$ cat src/rtl/aes_ctrl_pkg.sv
// Shared definitions for the AES decryption arbiter.
//   arb_state_t  : arbiter FSM states
//   WDOG_W       : width of the RUN-state watchdog counter
//   port_onehot  : maps a 1-bit port index to its one-hot 2-bit mask
package aes_ctrl_pkg;

   typedef enum logic [1:0] {
      IDLE,
      RUN,
      DRAIN,
      RESP
   } arb_state_t;

   localparam int unsigned WDOG_W = 8;

   function automatic logic [1:0] port_onehot(logic idx);
      return idx ? 2'b10 : 2'b01;
   endfunction

endpackage

$ cat src/rtl/aes_arbiter_if.sv
// Bundle of request, response and core-side signals for aes_arbiter.
//   req_*  : two requesting ports (valid/ready accept, per-port key and ciphertext)
//   rsp_*  : per-port result handshake (valid held until ack), shared data/err
//   core_* : connection to the external AES decryption core
// Modports: slave = arbiter side, master = client/core side.
interface aes_arbiter_if;
   logic [1:0]   req_valid;
   logic [1:0]   req_ready;
   logic [127:0] req0_key;
   logic [127:0] req1_key;
   logic [127:0] req0_msg;
   logic [127:0] req1_msg;
   logic [1:0]   rsp_valid;
   logic [1:0]   rsp_ack;
   logic [127:0] rsp_data;
   logic         rsp_err;
   logic         core_start;
   logic [127:0] core_key;
   logic [127:0] core_msg;
   logic         core_done;
   logic [127:0] core_dec;

   modport slave (
      input  req_valid, req0_key, req1_key, req0_msg, req1_msg, rsp_ack, core_done, core_dec,
      output req_ready, rsp_valid, rsp_data, rsp_err, core_start, core_key, core_msg
   );

   modport master (
      output req_valid, req0_key, req1_key, req0_msg, req1_msg, rsp_ack, core_done, core_dec,
      input  req_ready, rsp_valid, rsp_data, rsp_err, core_start, core_key, core_msg
   );
endinterface

$ cat src/rtl/aes_rr_pick.sv
// Combinational two-way round-robin picker.
//   valid     : request bits of port 0 and port 1
//   last      : port granted most recently
//   grant_vld : at least one port is requesting
//   grant_idx : chosen port; on a tie the port other than last wins
module aes_rr_pick (
   input  logic [1:0] valid,
   input  logic       last,
   output logic       grant_vld,
   output logic       grant_idx
);

   always_comb begin
      grant_vld = |valid;
      if (valid == 2'b11) begin
         grant_idx = ~last;
      end else begin
         grant_idx = valid[1];
      end
   end

endmodule

$ cat src/rtl/aes_arbiter.sv
// Two-port arbiter in front of a single AES-128 decryption core.
//   CLK, RESET : clock and synchronous active-high reset
//   bus        : aes_arbiter_if.slave (request ports, response ports, core control)
// One transaction at a time: IDLE grants a port and latches its key/ciphertext, RUN holds
// core_start with a watchdog, DRAIN waits for core_done to fall, RESP holds the result
// until the granted port acknowledges it.
module aes_arbiter
   import aes_ctrl_pkg::*;
#(
   parameter int unsigned TIMEOUT = 200
) (
   input logic          CLK,
   input logic          RESET,
   aes_arbiter_if.slave bus
);

   localparam logic [WDOG_W-1:0] TIMEOUT_CNT = WDOG_W'(TIMEOUT);

   arb_state_t        state_q, state_d;
   logic              gnt_q, gnt_d;
   logic              last_q, last_d;
   logic [WDOG_W-1:0] wdog_q, wdog_d;
   logic [127:0]      key_q, key_d;
   logic [127:0]      msg_q, msg_d;
   logic [127:0]      res_q, res_d;
   logic              err_q, err_d;

   logic              pick_vld;
   logic              pick_idx;
   logic [WDOG_W-1:0] wdog_inc;

   aes_rr_pick u_pick (
      .valid     (bus.req_valid),
      .last      (last_q),
      .grant_vld (pick_vld),
      .grant_idx (pick_idx)
   );

   assign wdog_inc = wdog_q + 1'b1;

   // State register
   always_ff @(posedge CLK) begin
      if (RESET) begin
         state_q <= IDLE;
         gnt_q   <= 1'b0;
         last_q  <= 1'b1;  // port 0 wins the first tie
         wdog_q  <= '0;
         key_q   <= '0;
         msg_q   <= '0;
         res_q   <= '0;
         err_q   <= 1'b0;
      end else begin
         state_q <= state_d;
         gnt_q   <= gnt_d;
         last_q  <= last_d;
         wdog_q  <= wdog_d;
         key_q   <= key_d;
         msg_q   <= msg_d;
         res_q   <= res_d;
         err_q   <= err_d;
      end
   end

   // Next-state logic
   always_comb begin
      state_d = state_q;
      gnt_d   = gnt_q;
      last_d  = last_q;
      wdog_d  = wdog_q;
      key_d   = key_q;
      msg_d   = msg_q;
      res_d   = res_q;
      err_d   = err_q;
      unique case (state_q)
         IDLE: begin
            if (pick_vld) begin
               gnt_d   = pick_idx;
               last_d  = pick_idx;
               key_d   = pick_idx ? bus.req1_key : bus.req0_key;
               msg_d   = pick_idx ? bus.req1_msg : bus.req0_msg;
               wdog_d  = '0;
               state_d = RUN;
            end
         end
         RUN: begin
            wdog_d = wdog_inc;
            // done beats a coincident timeout
            if (bus.core_done) begin
               res_d   = bus.core_dec;
               err_d   = 1'b0;
               state_d = DRAIN;
            end else if (wdog_inc == TIMEOUT_CNT) begin
               res_d   = '0;
               err_d   = 1'b1;
               state_d = DRAIN;
            end
         end
         DRAIN: begin
            if (!bus.core_done) begin
               state_d = RESP;
            end
         end
         RESP: begin
            if (bus.rsp_ack[gnt_q]) begin
               state_d = IDLE;
            end
         end
         default: state_d = IDLE;
      endcase
   end

   // Outputs
   always_comb begin
      bus.req_ready  = 2'b00;
      bus.core_start = 1'b0;
      bus.rsp_valid  = 2'b00;
      bus.rsp_data   = '0;
      bus.rsp_err    = 1'b0;
      bus.core_key   = key_q;
      bus.core_msg   = msg_q;
      unique case (state_q)
         IDLE: begin
            // no accept pulse while in reset, since the grant would be discarded
            if (pick_vld && !RESET) begin
               bus.req_ready = port_onehot(pick_idx);
            end
         end
         RUN: bus.core_start = 1'b1;
         DRAIN: ;
         RESP: begin
            bus.rsp_valid = port_onehot(gnt_q);
            bus.rsp_data  = res_q;
            bus.rsp_err   = err_q;
         end
         default: ;
      endcase
   end

endmodule

$ cat src/flat_wrapper.sv
// flat-port wrapper written by rule: the top's interface ports become plain ports
module aes_arbiter_flat import aes_ctrl_pkg::*;
#(
   parameter int unsigned TIMEOUT = 200
)
  (CLK, RESET, bus_req_valid, bus_req0_key, bus_req1_key, bus_req0_msg, bus_req1_msg, bus_rsp_ack, bus_core_done, bus_core_dec, bus_req_ready, bus_rsp_valid, bus_rsp_data, bus_rsp_err, bus_core_start, bus_core_key, bus_core_msg);
  aes_arbiter_if bus_i ();
  input logic CLK;
  input logic RESET;
  input wire logic [$bits(bus_i.req_valid)-1:0] bus_req_valid;
  input wire logic [$bits(bus_i.req0_key)-1:0] bus_req0_key;
  input wire logic [$bits(bus_i.req1_key)-1:0] bus_req1_key;
  input wire logic [$bits(bus_i.req0_msg)-1:0] bus_req0_msg;
  input wire logic [$bits(bus_i.req1_msg)-1:0] bus_req1_msg;
  input wire logic [$bits(bus_i.rsp_ack)-1:0] bus_rsp_ack;
  input wire logic [$bits(bus_i.core_done)-1:0] bus_core_done;
  input wire logic [$bits(bus_i.core_dec)-1:0] bus_core_dec;
  output wire logic [$bits(bus_i.req_ready)-1:0] bus_req_ready;
  output wire logic [$bits(bus_i.rsp_valid)-1:0] bus_rsp_valid;
  output wire logic [$bits(bus_i.rsp_data)-1:0] bus_rsp_data;
  output wire logic [$bits(bus_i.rsp_err)-1:0] bus_rsp_err;
  output wire logic [$bits(bus_i.core_start)-1:0] bus_core_start;
  output wire logic [$bits(bus_i.core_key)-1:0] bus_core_key;
  output wire logic [$bits(bus_i.core_msg)-1:0] bus_core_msg;
  assign bus_i.req_valid = bus_req_valid;
  assign bus_i.req0_key = bus_req0_key;
  assign bus_i.req1_key = bus_req1_key;
  assign bus_i.req0_msg = bus_req0_msg;
  assign bus_i.req1_msg = bus_req1_msg;
  assign bus_i.rsp_ack = bus_rsp_ack;
  assign bus_i.core_done = bus_core_done;
  assign bus_i.core_dec = bus_core_dec;
  assign bus_req_ready = bus_i.req_ready;
  assign bus_rsp_valid = bus_i.rsp_valid;
  assign bus_rsp_data = bus_i.rsp_data;
  assign bus_rsp_err = bus_i.rsp_err;
  assign bus_core_start = bus_i.core_start;
  assign bus_core_key = bus_i.core_key;
  assign bus_core_msg = bus_i.core_msg;
  aes_arbiter #(.TIMEOUT(TIMEOUT)) u_core (.CLK(CLK), .RESET(RESET), .bus(bus_i));
endmodule
$ cat config.mk
export PLATFORM = sky130hd
export DESIGN_NAME = aes_arbiter_flat
export DESIGN_NICKNAME = d
export VERILOG_FILES = /design/src/rtl/aes_ctrl_pkg.sv /design/src/rtl/aes_arbiter_if.sv /design/src/rtl/aes_rr_pick.sv /design/src/rtl/aes_arbiter.sv /design/src/flat_wrapper.sv
export SDC_FILE = /design/constraint.sdc
export NUM_CORES = 1
export LEC_CHECK = 0
export BUFFER_PORTS_ARGS = -buffer_cell sky130_fd_sc_hd__buf_2
export CELL_PAD_IN_SITES_DETAIL_PLACEMENT = 0
export CELL_PAD_IN_SITES_GLOBAL_PLACEMENT = 1
export CORE_AREA = 2 2 406 408
export DETAILED_ROUTE_END_ITERATION = 8
export DIE_AREA = 0 0 408 410
export PLACE_DENSITY = 0.35
export SYNTH_ARGS = -nofsm -noshare
export SYNTH_HDL_FRONTEND = slang
export SYNTH_SLANG_ARGS = --single-unit
$ cat constraint.sdc
create_clock -name CLK -period 3.6 [get_ports CLK]
set_input_delay 0.36 -clock CLK [delete_from_list [all_inputs] [get_ports CLK]]
set_output_delay 0.36 -clock CLK [all_outputs]
set_load 0.005 [all_outputs]
==> results.cfg <==
[run_status]
status = complete, no violations

[timing]
clock_skew_ns = 0.0307
report.final.slew_viol_count = 0
fin_crit_sh_pct = 80.8
layout_setup_ws_ns = 0.690
tightest_slew_ns = 0.863
finalSetupViolCount = 0
tns_ns = 0
fmax_mhz = 344
hold_viol_final = 0
relSlewSlack_pct = 42.4
rsz0062_at_grt = no
finalCriticalPeriod_ns = 2.91

[clock_tree]
clk_pin_slew_ns = 0.06
post_cts_buffers = 0
clk_latency_ns = 0.65
cts-buffers-inserted = 58
cts_max_level = 2
cts_tree = built
clockRootBuffer = clkbuf_16
clock_path_buffers = 3
clkSinkCount = 397

[pwr]
p_clk_share_pct = 28.7
power_density_nw_per_um2 = 592
leakagePower_nw = 14.9
p_seq_share_pct = 31.4
total_power_mw = 20.3
intPower_mw = 12.9
power.net_switching_mw = 7.41
power_frac_comb_pct = 39.9
peakVddDrop_mv = 0.248
netSwitchingFraction_pct = 36.6

[global_routing]
antenna_found_initial = 45
grtUsageTotal_pct = 13.2
first_global_vias = 23500
grt_max_degree = 132
grt_overflow = 0
grt_pass1_wl_um = 165000

[synth]
ys_seq_elements = 397
yosysWarnings = 0
syn_area_per_cell_um2 = 8.19
syn-cell-area_um2 = 18400
syn-instance-count = 2252
synth-async-reset-ratio_pct = 0
yosysSeqAreaShare_pct = 43.1
yosysUniqueCellTypes = 35
synth_edf_count = 0
ys.flop_type = dfxtp_1
synth_nets = 2904

[drt]
totalWireLength_um = 116000
ant_nets = 0
wl_per_cell_um = 19.2
vias_per_cell = 3.74
num_vias = 22600
remaining_drc_errors = 0
drtIter0Drc = 956
drt_pass1_iterations = 5

[die]
boundaryPins = 1037
dieWidth_um = 408
die_height_um = 410
num_rows = 149
core_um2 = 163000
dieArea_um2 = 167000
start_util_pct = 11.3

[setup_path]
cp.required_ns = 4.18
critPathBufInv = 3
crit_family = buffers and inverters
slowest_stage = dlygate4sd3_1
worst-path-max-fanout = 47
critPathLaunchType = flop
endpoint_kind = flop
path_cells = inv_1, ha_1, o21a_4, buf_4, nor2_1, a311oi_1, dlygate4sd3_1
arrival_ns = 3.49
slowest_delay_ns = 0.58
crit_type = reg -> reg

[min_path]
hold_path_class = in -> reg

[final_layout]
drive_above_1_share_pct = 34.2
most-common-layout-cells = 1035 x buf_2, 649 x nand2_1, 611 x dlygate4sd3_1
finalInstanceArea_um2 = 34300
synthToLayoutAreaGrowth_pct = 85.7
fin_nets = 4447
final_cells = 6043
final_common_cell = buf_2

[place]
port-buffer-count = 1036
dpl.hpwl_um = 85800
place_inst = 5313
placedInstanceArea_um2 = 26200
gp_congestion = 0.773
dpl_worst_slack_ns = 1.14

[flow_run]
cap_violations = 0
## stage by stage
step	utilization [%]	hold slack, ns
after floorplan	-	0.450
after global placement	16.1	0.483
after detailed placement	16.1	0.487
after CTS	20.9	0.00242
after global routing	20.9	0.0208
final	21.0	0.0411
## synthesized netlist by cell type (all sizes together) (2+ instances only)
master / n / area (µm²)
nand2: 650 / 2440
dfxtp: 397 / 7950
a311oi: 386 / 4130
nor2: 269 / 1010
clkbuf: 148 / 556
a21oi: 135 / 676
and2: 134 / 838
buf: 84 / 489
o21ai: 9 / 48.8
ha: 5 / 62.6
and3: 4 / 25.0
mux2i: 4 / 40.0
inv: 3 / 11.3
nand3: 3 / 15.0
nor2b: 3 / 18.8
a31o: 2 / 17.5
nor3: 2 / 10.0
nor3b: 2 / 15.0
## logic make-up (layout without fill, tap and decap cells)
logic type / after synthesis / in the layout / share of synthesized area (%)
mux: 5 / 5 / 0.278
other cells: 0 / 16 / 0
compound gates: 537 / 537 / 26.7
simple gates: 1073 / 1073 / 23.9
fa+ha+maj: 5 / 5 / 0.339
buf+inv: 235 / 1821 / 5.72
flops: 397 / 397 / 43.1
## power by group through the flow
stage / Combinational [mW] / Sequential [mW] / Clock (mW)
final: 8.09 / 6.36 / 5.82
after detailed placement: 6.82 / 6.45 / 0
after global routing: 8.94 / 6.53 / 6.23
after floorplan: 3.38 / 6.44 / 0
after global placement: 6.83 / 6.44 / 0
after CTS: 8.26 / 6.37 / 6.12
## cell type report
cell class	instances	area [µm²]
Tap cell	2189	2740
Antenna cell	16	40.0
Sequential cell	397	7950
Fill cell	18700	129000
Timing Repair Buffer	1715	12200
Inverter	3	11.3
Clock buffer	96	1720
Multi-Input combinational cell	1620	9490
Clock inverter	7	136
## worst reg2reg max path: cells and delay by family (launching register included)
kind / cells / cell delay (ns)
AOI/OAI and AO/OA: 2 / 0.77
adders and majority gates: 1 / 0.35
buffers and inverters: 3 / 1.27
DFF: 1 / 0.35
and+or+nand+nor: 1 / 0.10
## metal layers
| metal | track usage (%) | wire length [µm] | vias up |
|---|---|---|---|
| met5 | 0 | 74 | - |
| met3 | 3.70 | 7550 | 172 |
| met4 | 3.96 | 3270 | 12 |
| met1 | 14.9 | 46500 | 10600 |
| met2 | 23.9 | 58400 | 727 |
| li1 | - | - | 11100 |
## flip-flops by register name, summed over array words and instances, names as in the netlist
name	count
u_core.last_q	1
u_core.state_q	2
u_core.wdog_q	8
u_core.bus.core_msg	128
u_core.gnt_q	1
u_core.bus.core_key	128
u_core.res_q	128
u_core.err_q	1
## what timing repair did
action,4_1_cts,5_1_grt
resized for setup,0,0
hold buffers,611,0
hold endpoints to repair,382,0
## path summary, 6_finish.rpt
| check | startpoint | end | slack (ns) | depth (start not counted) |
|---|---|---|---|---|
| max | u_core.state_q[1] | u_core.bus.core_key[7] | 0.69 | 7 |
| min | bus_req1_msg[42] | u_core.bus.core_msg[42] | 0.04 | 3 |
| max reg2reg | u_core.state_q[1] | u_core.bus.core_key[7] | 0.69 | 7 |
| min reg2reg | u_core.bus.core_msg[74] | u_core.bus.core_msg[74] | 0.50 | 2 |
(Power assumes the default switching activity.)
